`config.mk`:
```
export PLATFORM = sky130hd
export DESIGN_NAME = uart_rx_fifo
export DESIGN_NICKNAME = d
export VERILOG_FILES = /design/src/rtl/uart_rx_fifo.sv
export SDC_FILE = /design/constraint.sdc
export NUM_CORES = 1
export LEC_CHECK = 0
export BUFFER_PORTS_ARGS = -buffer_cell sky130_fd_sc_hd__clkbuf_2
export CELL_PAD_IN_SITES_DETAIL_PLACEMENT = 1
export CELL_PAD_IN_SITES_GLOBAL_PLACEMENT = 2
export CORE_MARGIN = 3
export CORE_UTILIZATION = 36
export DETAILED_ROUTE_END_ITERATION = 10
export GPL_TIMING_DRIVEN = 0
export PLACE_DENSITY_LB_ADDON = 0.1
export SYNTH_ARGS = -nofsm -noshare
export SYNTH_HDL_FRONTEND = slang
export SYNTH_SLANG_ARGS = --single-unit
```
`constraint.sdc`:
```
create_clock -name clk -period 2.63 [get_ports clk]
set_input_delay 0.263 -clock clk [delete_from_list [all_inputs] [get_ports clk]]
set_output_delay 0.263 -clock clk [all_outputs]
set_load 0.02 [all_outputs]
```
`src/rtl/uart_rx_fifo.sv`:
```
// 8N1 UART receiver with an oversampling bit timer feeding a small show-ahead FIFO.
// Frames with a bad stop bit are discarded and the receiver waits for the line to idle.
module uart_rx_fifo #(
   parameter int CLKS_PER_BIT = 868,
   parameter int FIFO_DEPTH   = 4
) (
   input  logic       clk,
   input  logic       rst_n,
   input  logic       rx,
   output logic [7:0] m_data,
   output logic       m_valid,
   input  logic       m_ready,
   output logic       frame_err,
   output logic       overflow,
   output logic       busy
);

   localparam int AW = $clog2(FIFO_DEPTH);
   localparam logic [15:0] BIT_LOAD  = 16'(CLKS_PER_BIT - 1);
   localparam logic [15:0] HALF_LOAD = 16'(CLKS_PER_BIT / 2 - 1);
   localparam logic [AW-1:0] PTR_ONE = 1;
   localparam logic [AW:0]   CNT_ONE = 1;
   localparam logic [AW:0]   DEPTH_C = (AW + 1)'(FIFO_DEPTH);

   typedef enum logic [2:0] {IDLE, START, DATA, STOP, BREAK} state_t;

   logic          rx_meta_reg, rxs_reg, rxs_d_reg;
   state_t        state_reg, state_next;
   logic [15:0]   timer_reg, timer_next;
   logic [2:0]    idx_reg, idx_next;
   logic [7:0]    shift_reg, shift_next;
   logic          frame_err_reg, frame_err_next;
   logic          push;

   logic [7:0]    mem [FIFO_DEPTH];
   logic [AW-1:0] wr_ptr_reg, rd_ptr_reg;
   logic [AW:0]   count_reg;
   logic          overflow_reg;
   logic          pop, full, wr_en;

   // rxs_d lets IDLE react only to a true falling edge of the synchronized line
   always_ff @(posedge clk) begin
      if (!rst_n) begin
         rx_meta_reg <= 1'b1;
         rxs_reg     <= 1'b1;
         rxs_d_reg   <= 1'b1;
      end else begin
         rx_meta_reg <= rx;
         rxs_reg     <= rx_meta_reg;
         rxs_d_reg   <= rxs_reg;
      end
   end

   always_ff @(posedge clk) begin
      if (!rst_n) begin
         state_reg     <= IDLE;
         timer_reg     <= '0;
         idx_reg       <= '0;
         shift_reg     <= '0;
         frame_err_reg <= 1'b0;
      end else begin
         state_reg     <= state_next;
         timer_reg     <= timer_next;
         idx_reg       <= idx_next;
         shift_reg     <= shift_next;
         frame_err_reg <= frame_err_next;
      end
   end

   always_comb begin
      state_next     = state_reg;
      timer_next     = timer_reg;
      idx_next       = idx_reg;
      shift_next     = shift_reg;
      frame_err_next = 1'b0;
      push           = 1'b0;
      case (state_reg)
         IDLE: begin
            if (!rxs_reg && rxs_d_reg) begin
               state_next = START;
               timer_next = HALF_LOAD;
            end
         end
         START: begin
            if (timer_reg == 16'd0) begin
               if (!rxs_reg) begin
                  state_next = DATA;
                  timer_next = BIT_LOAD;
                  idx_next   = 3'd0;
               end else begin
                  state_next = IDLE;
               end
            end else begin
               timer_next = timer_reg - 16'd1;
            end
         end
         DATA: begin
            if (timer_reg == 16'd0) begin
               shift_next = {rxs_reg, shift_reg[7:1]};
               timer_next = BIT_LOAD;
               if (idx_reg == 3'd7) state_next = STOP;
               else                 idx_next   = idx_reg + 3'd1;
            end else begin
               timer_next = timer_reg - 16'd1;
            end
         end
         STOP: begin
            if (timer_reg == 16'd0) begin
               if (rxs_reg) begin
                  push       = 1'b1;
                  state_next = IDLE;
               end else begin
                  frame_err_next = 1'b1;
                  state_next     = BREAK;
               end
            end else begin
               timer_next = timer_reg - 16'd1;
            end
         end
         BREAK: begin
            if (rxs_reg) state_next = IDLE;
         end
         default: state_next = IDLE;
      endcase
   end

   assign pop   = m_valid && m_ready;
   assign full  = (count_reg == DEPTH_C);
   // a pop in the same cycle frees the slot, so a full FIFO can still take the byte
   assign wr_en = push && (!full || pop);

   always_ff @(posedge clk) begin
      if (wr_en) mem[wr_ptr_reg] <= shift_reg;
   end

   always_ff @(posedge clk) begin
      if (!rst_n) begin
         wr_ptr_reg   <= '0;
         rd_ptr_reg   <= '0;
         count_reg    <= '0;
         overflow_reg <= 1'b0;
      end else begin
         if (wr_en) wr_ptr_reg <= wr_ptr_reg + PTR_ONE;
         if (pop)   rd_ptr_reg <= rd_ptr_reg + PTR_ONE;
         case ({wr_en, pop})
            2'b10:   count_reg <= count_reg + CNT_ONE;
            2'b01:   count_reg <= count_reg - CNT_ONE;
            default: count_reg <= count_reg;
         endcase
         if (push && full && !pop) overflow_reg <= 1'b1;
      end
   end

   assign m_valid   = (count_reg != '0);
   assign m_data    = m_valid ? mem[rd_ptr_reg] : 8'h00;
   assign frame_err = frame_err_reg;
   assign overflow  = overflow_reg;
   assign busy      = (state_reg != IDLE);

endmodule

```
==> reports/qor.txt <==
====================================================================================
Startpoint of the most critical register-to-register path               timer_reg[0]$_SDFFE_PN0P_
Number of standard cells in the layout, taps in and fillers out                  516
Final max-slew violation count                                                     0
Dominant combinational cell family by area after synthesis              simple AND/OR/NAND/NOR gates
Setup repair after global routing missed its margin                             true
Most frequent cells in the layout                                       sky130_fd_sc_hd__dfxtp_1, sky130_fd_sc_hd__edfxtp_1, sky130_fd_sc_hd__nand2_1
Synth Net Count                                                                  355
VDD IR-drop max                                                            0.2425 mV
Gate count of the mapped netlist                                                 343
Clock tree skew after final layout                                        0.01223 ns
Num ports                                                                         16
Final critical path time including I/O delays and setup                     2.579 ns
Nature of the critical path startpoint                                      register
# setup viols final                                                                0
CP peak stage delay                                                          0.42 ns
Global routing met3 resource utilization                                      4.042%
Share of post-route cells with drive strength above 1                         23.00%
Biggest area consumer among synthesized cells                           sky130_fd_sc_hd__edfxtp_1
Reported leakage power                                                      1.465 nW
Number of port buffers                                                            14
Post-synth EDFFs                                                                  32
Power per cell area                                                     641.5 mW/mm²
Complex-gate fraction of the synthesized area                                 11.82%
Initial drt markers                                                               88
Number of cells in the design after placement                                    486
Summed instance area of the synthesized netlist                         0.003588 mm²
Share of total power in combinational logic                                    21.2%
Buffers & Inverters on Critical Path                                               1
Final ANT Viol Nets                                                                0
Pre-CTS worst setup slack                                                 -0.5534 ns
Hold Path Cell Cnt                                                                 2
Sinks on the clock net                                                            76
Final wirelength                                                            8.724 mm
Synthesized-area fraction occupied by and/or/nand/nor cells                   22.56%
Terminus of the critical flop-to-flop path                              count_reg[1]$_SDFFE_PN0P_
Post-route worst setup slack                                              0.05129 ns
Half-perimeter wire length of the detailed placement result                 6.158 mm
Launch point of the critical path                                       timer_reg[0]$_SDFFE_PN0P_
Area share of the largest cell type after synthesis                           26.78%
Peak-usage layer in the global routing report                                   met2
Post-route standard cell area excluding fillers                         0.004265 mm²
CTS root buf                                                            sky130_fd_sc_hd__clkbuf_8
Top area cells in the synthesized netlist                               sky130_fd_sc_hd__edfxtp_1, sky130_fd_sc_hd__dfxtp_1, sky130_fd_sc_hd__mux4_2, sky130_fd_sc_hd__a21oi_1, sky130_fd_sc_hd__nand2_1
Seq pwr share                                                                  47.3%
Number of nets in the final layout                                               394
CP Max Fanout                                                                      3
Depth of the worst register-to-register path                                      10
Warnings from Yosys                                                                0
Vias in the first global route                                                  2832
Part of the total power dissipated in the clock network                        31.5%
Clock Tree Buf Depth                                                               2
Sw Share                                                                      31.76%
Run status                                                              finished clean
Worst Setup Path Type                                                   register to register
Relative slew slack                                                           54.53%
Count of unique library cells instantiated by Yosys                               56
Async set or reset register ratio after synthesis                                 0%
Instance area after placement                                           0.003831 mm²
Measured slew at the worst slew-check pin                                  0.6820 ns
Cell Int Power                                                            0.001867 W
DR vias                                                                         2721
Hold Vio Cnt, Final                                                                0
Global router's overall resource usage                                        16.71%
Worst path cell trace                                                   inv_4 -> ha_4 -> or3b_4 -> nor4_4 -> nand2_1 -> nand2_2 -> fa_1 -> a311o_1 -> o311ai_2 -> and3_1
Htree depth                                                                        3
Cell family contributing the most delay on the critical path            simple AND/OR/NAND/NOR gates
Top flip-flop cell by instance count after synthesis                    sky130_fd_sc_hd__dfxtp_1
Number of antenna violations at the first check in global routing                  0
Synthesis-to-finish area growth                                               18.86%
Count of antenna diodes in the layout                                              0
Adder and majority cell fraction of the synthesized area                      2.999%
Switching power summed over all nets                                     0.0008689 W
Weighted congestion at the end of routability-driven global placement         0.7730
Largest net degree at the start of global routing                                 17
Std cell rows                                                                     35
Starting density of the core                                                  37.94%
DR DRC count                                                                       0
Die Y                                                                       105.8 µm
Cts bufs inserted                                                                  9
Full die area                                                            0.01120 mm²
CP max-delay cell                                                       sky130_fd_sc_hd__fa_1
Sequential area share after synthesis                                         51.32%
Highest clock frequency the design can meet                               0.3878 GHz
Data required time at the worst endpoint                                     2.93 ns
Synth Register Bits                                                               76
Average vias per placed instance                                               5.273
Total of hold buffers inserted after clock tree synthesis                          0
Global-route wire length before repair                                      14.76 mm
Leading cell type in the layout, fill and taps excluded                 sky130_fd_sc_hd__dfxtp_1
Reg-to-reg slack, setup                                                      0.05 ns
TritonCTS clock tree                                                             yes
Portion of netlist area occupied by mux cells                                 5.300%
Clock slew at reported path FFs                                              0.09 ns
Width of the die                                                            105.8 µm
CP Capture Type                                                             register
Global routing usage on met2                                                  28.96%
Hold WC Path Type                                                       input pin to register
Placeable Area                                                          0.009459 mm²
Fraction of met1 tracks used by global routing                                21.06%
Total of max-cap violations                                                        0
Largest register FFs                                                              32
First-pass detailed-route iteration total                                          4
Stages on worst setup path                                                        10
Congestion Overflow GR                                                             0
Final critical-path share of the clock period                                 98.05%
Data arrival time of the critical path                                       2.88 ns
Xor/xnor cell area share of the yosys netlist                                 2.441%
Crit path capture                                                       count_reg[1]$_SDFFE_PN0P_
Insertion delay of the later-clocked pin in the worst-skew pair              0.35 ns
Avg Cell Area, Syn                                                         10.46 µm²
Detail-routed net length per standard cell                                  16.91 µm
Total Power                                                               0.002736 W
====================================================================================
-- worst min-delay path by stage --
| stage | startpoint | end | slack (ns) |
|---|---|---|---|
| final | rx | rx_meta_reg$_SDFF_PN1_ | 0.09 |
| after global routing | rx | rx_meta_reg$_SDFF_PN1_ | 0.08 |
| after CTS | rx | rx_meta_reg$_SDFF_PN1_ | 0.07 |
| after detailed placement | rx_meta_reg$_SDFF_PN1_ | rxs_reg$_SDFF_PN1_ | 0.40 |
| after global placement | rx_meta_reg$_SDFF_PN1_ | rxs_reg$_SDFF_PN1_ | 0.39 |
| after floorplan | rx | rx_meta_reg$_SDFF_PN1_ | 0.36 |
-- cells in the mapped netlist, types with 4 or more instances --
master and n:
sky130_fd_sc_hd__or3_1 5, sky130_fd_sc_hd__nor2_1 26, sky130_fd_sc_hd__nand3b_1 4, sky130_fd_sc_hd__nor3_1 14
sky130_fd_sc_hd__a21oi_1 25, sky130_fd_sc_hd__nand3_1 18, sky130_fd_sc_hd__nor4_1 4, sky130_fd_sc_hd__nand2b_1 4
sky130_fd_sc_hd__o211ai_1 4, sky130_fd_sc_hd__ha_1 7, sky130_fd_sc_hd__nand4_1 4, sky130_fd_sc_hd__xor2_1 8
sky130_fd_sc_hd__inv_1 12, sky130_fd_sc_hd__or4_1 5, sky130_fd_sc_hd__edfxtp_1 32, sky130_fd_sc_hd__o21ai_0 4
sky130_fd_sc_hd__and3_1 6, sky130_fd_sc_hd__nor2b_1 8, sky130_fd_sc_hd__dfxtp_1 44, sky130_fd_sc_hd__mux4_2 8
sky130_fd_sc_hd__nand2_1 32, sky130_fd_sc_hd__clkbuf_1 15
-- layer usage --
layer  share of wire (%)  up-vias  wire length (µm)
li1                    -     1346                 -
met1                  46     1334              4018
met2                  50       32              4384
met3                 2.3        9               202
met4                 1.4        0               119
met5                   0        -                 0
-- stage by stage --
step	hold slack, ns	setup TNS (ns)	utilization [%]
3_3_place_gp	0.3936	-16.03	40.50
5_1_grt	0.07763	-0.06346	45.09
3_5_place_dp	0.4024	-18.15	40.50
2_1_floorplan	0.3645	0	-
4_1_cts	0.07220	0	43.86
6_report	0.09402	0	45.09
-- cell families after synthesis --
kind of cell / count (synthesis)
adders and majority gates: 8
muxes: 9
DFF: 76
and+or+nand+nor: 148
buffers and inverters: 30
xor gates and xnor gates: 10
AOI/OAI and AO/OA: 62
-- worst reg2reg max path, cell delays in order, from the launching register on --
cell                       delay (ns)
sky130_fd_sc_hd__dfxtp_4         0.37
sky130_fd_sc_hd__inv_4           0.06
sky130_fd_sc_hd__ha_4            0.13
sky130_fd_sc_hd__or3b_4          0.40
sky130_fd_sc_hd__nor4_4          0.38
sky130_fd_sc_hd__nand2_1         0.14
sky130_fd_sc_hd__nand2_2         0.08
sky130_fd_sc_hd__fa_1            0.42
sky130_fd_sc_hd__a311o_1         0.29
sky130_fd_sc_hd__o311ai_2        0.08
sky130_fd_sc_hd__and3_1          0.18
-- power groups by stage --
stage | Combinational (W) | Clock [W] | Sequential, W
final | 0.000579 | 0.000862 | 0.00130
after global routing | 0.000634 | 0.000946 | 0.00130
after floorplan | 0.000363 | 0 | 0.00130
after CTS | 0.000502 | 0.000893 | 0.00129
after global placement | 0.000469 | 0 | 0.00131
after detailed placement | 0.000475 | 0 | 0.00132
-- cell type report --
type / count / area (µm²)
buffer: 16 / 83.83
clock buffer: 9 / 123.9
tap: 129 / 161.4
inverter: 12 / 47.55
sequential: 76 / 1848
fill: 1051 / 5194
clock inverter: 7 / 70.07
timing repair buffer: 30 / 202.7
multi-input combinational: 237 / 1728
-- what timing repair did --
action,in CTS,in global routing
gates resized for setup,16,16
endpoints found under the setup margin,49,56
buffers inserted,10,6
gates cloned,0,0
pin swaps,6,8
Power figures use the tool's default switching activity.
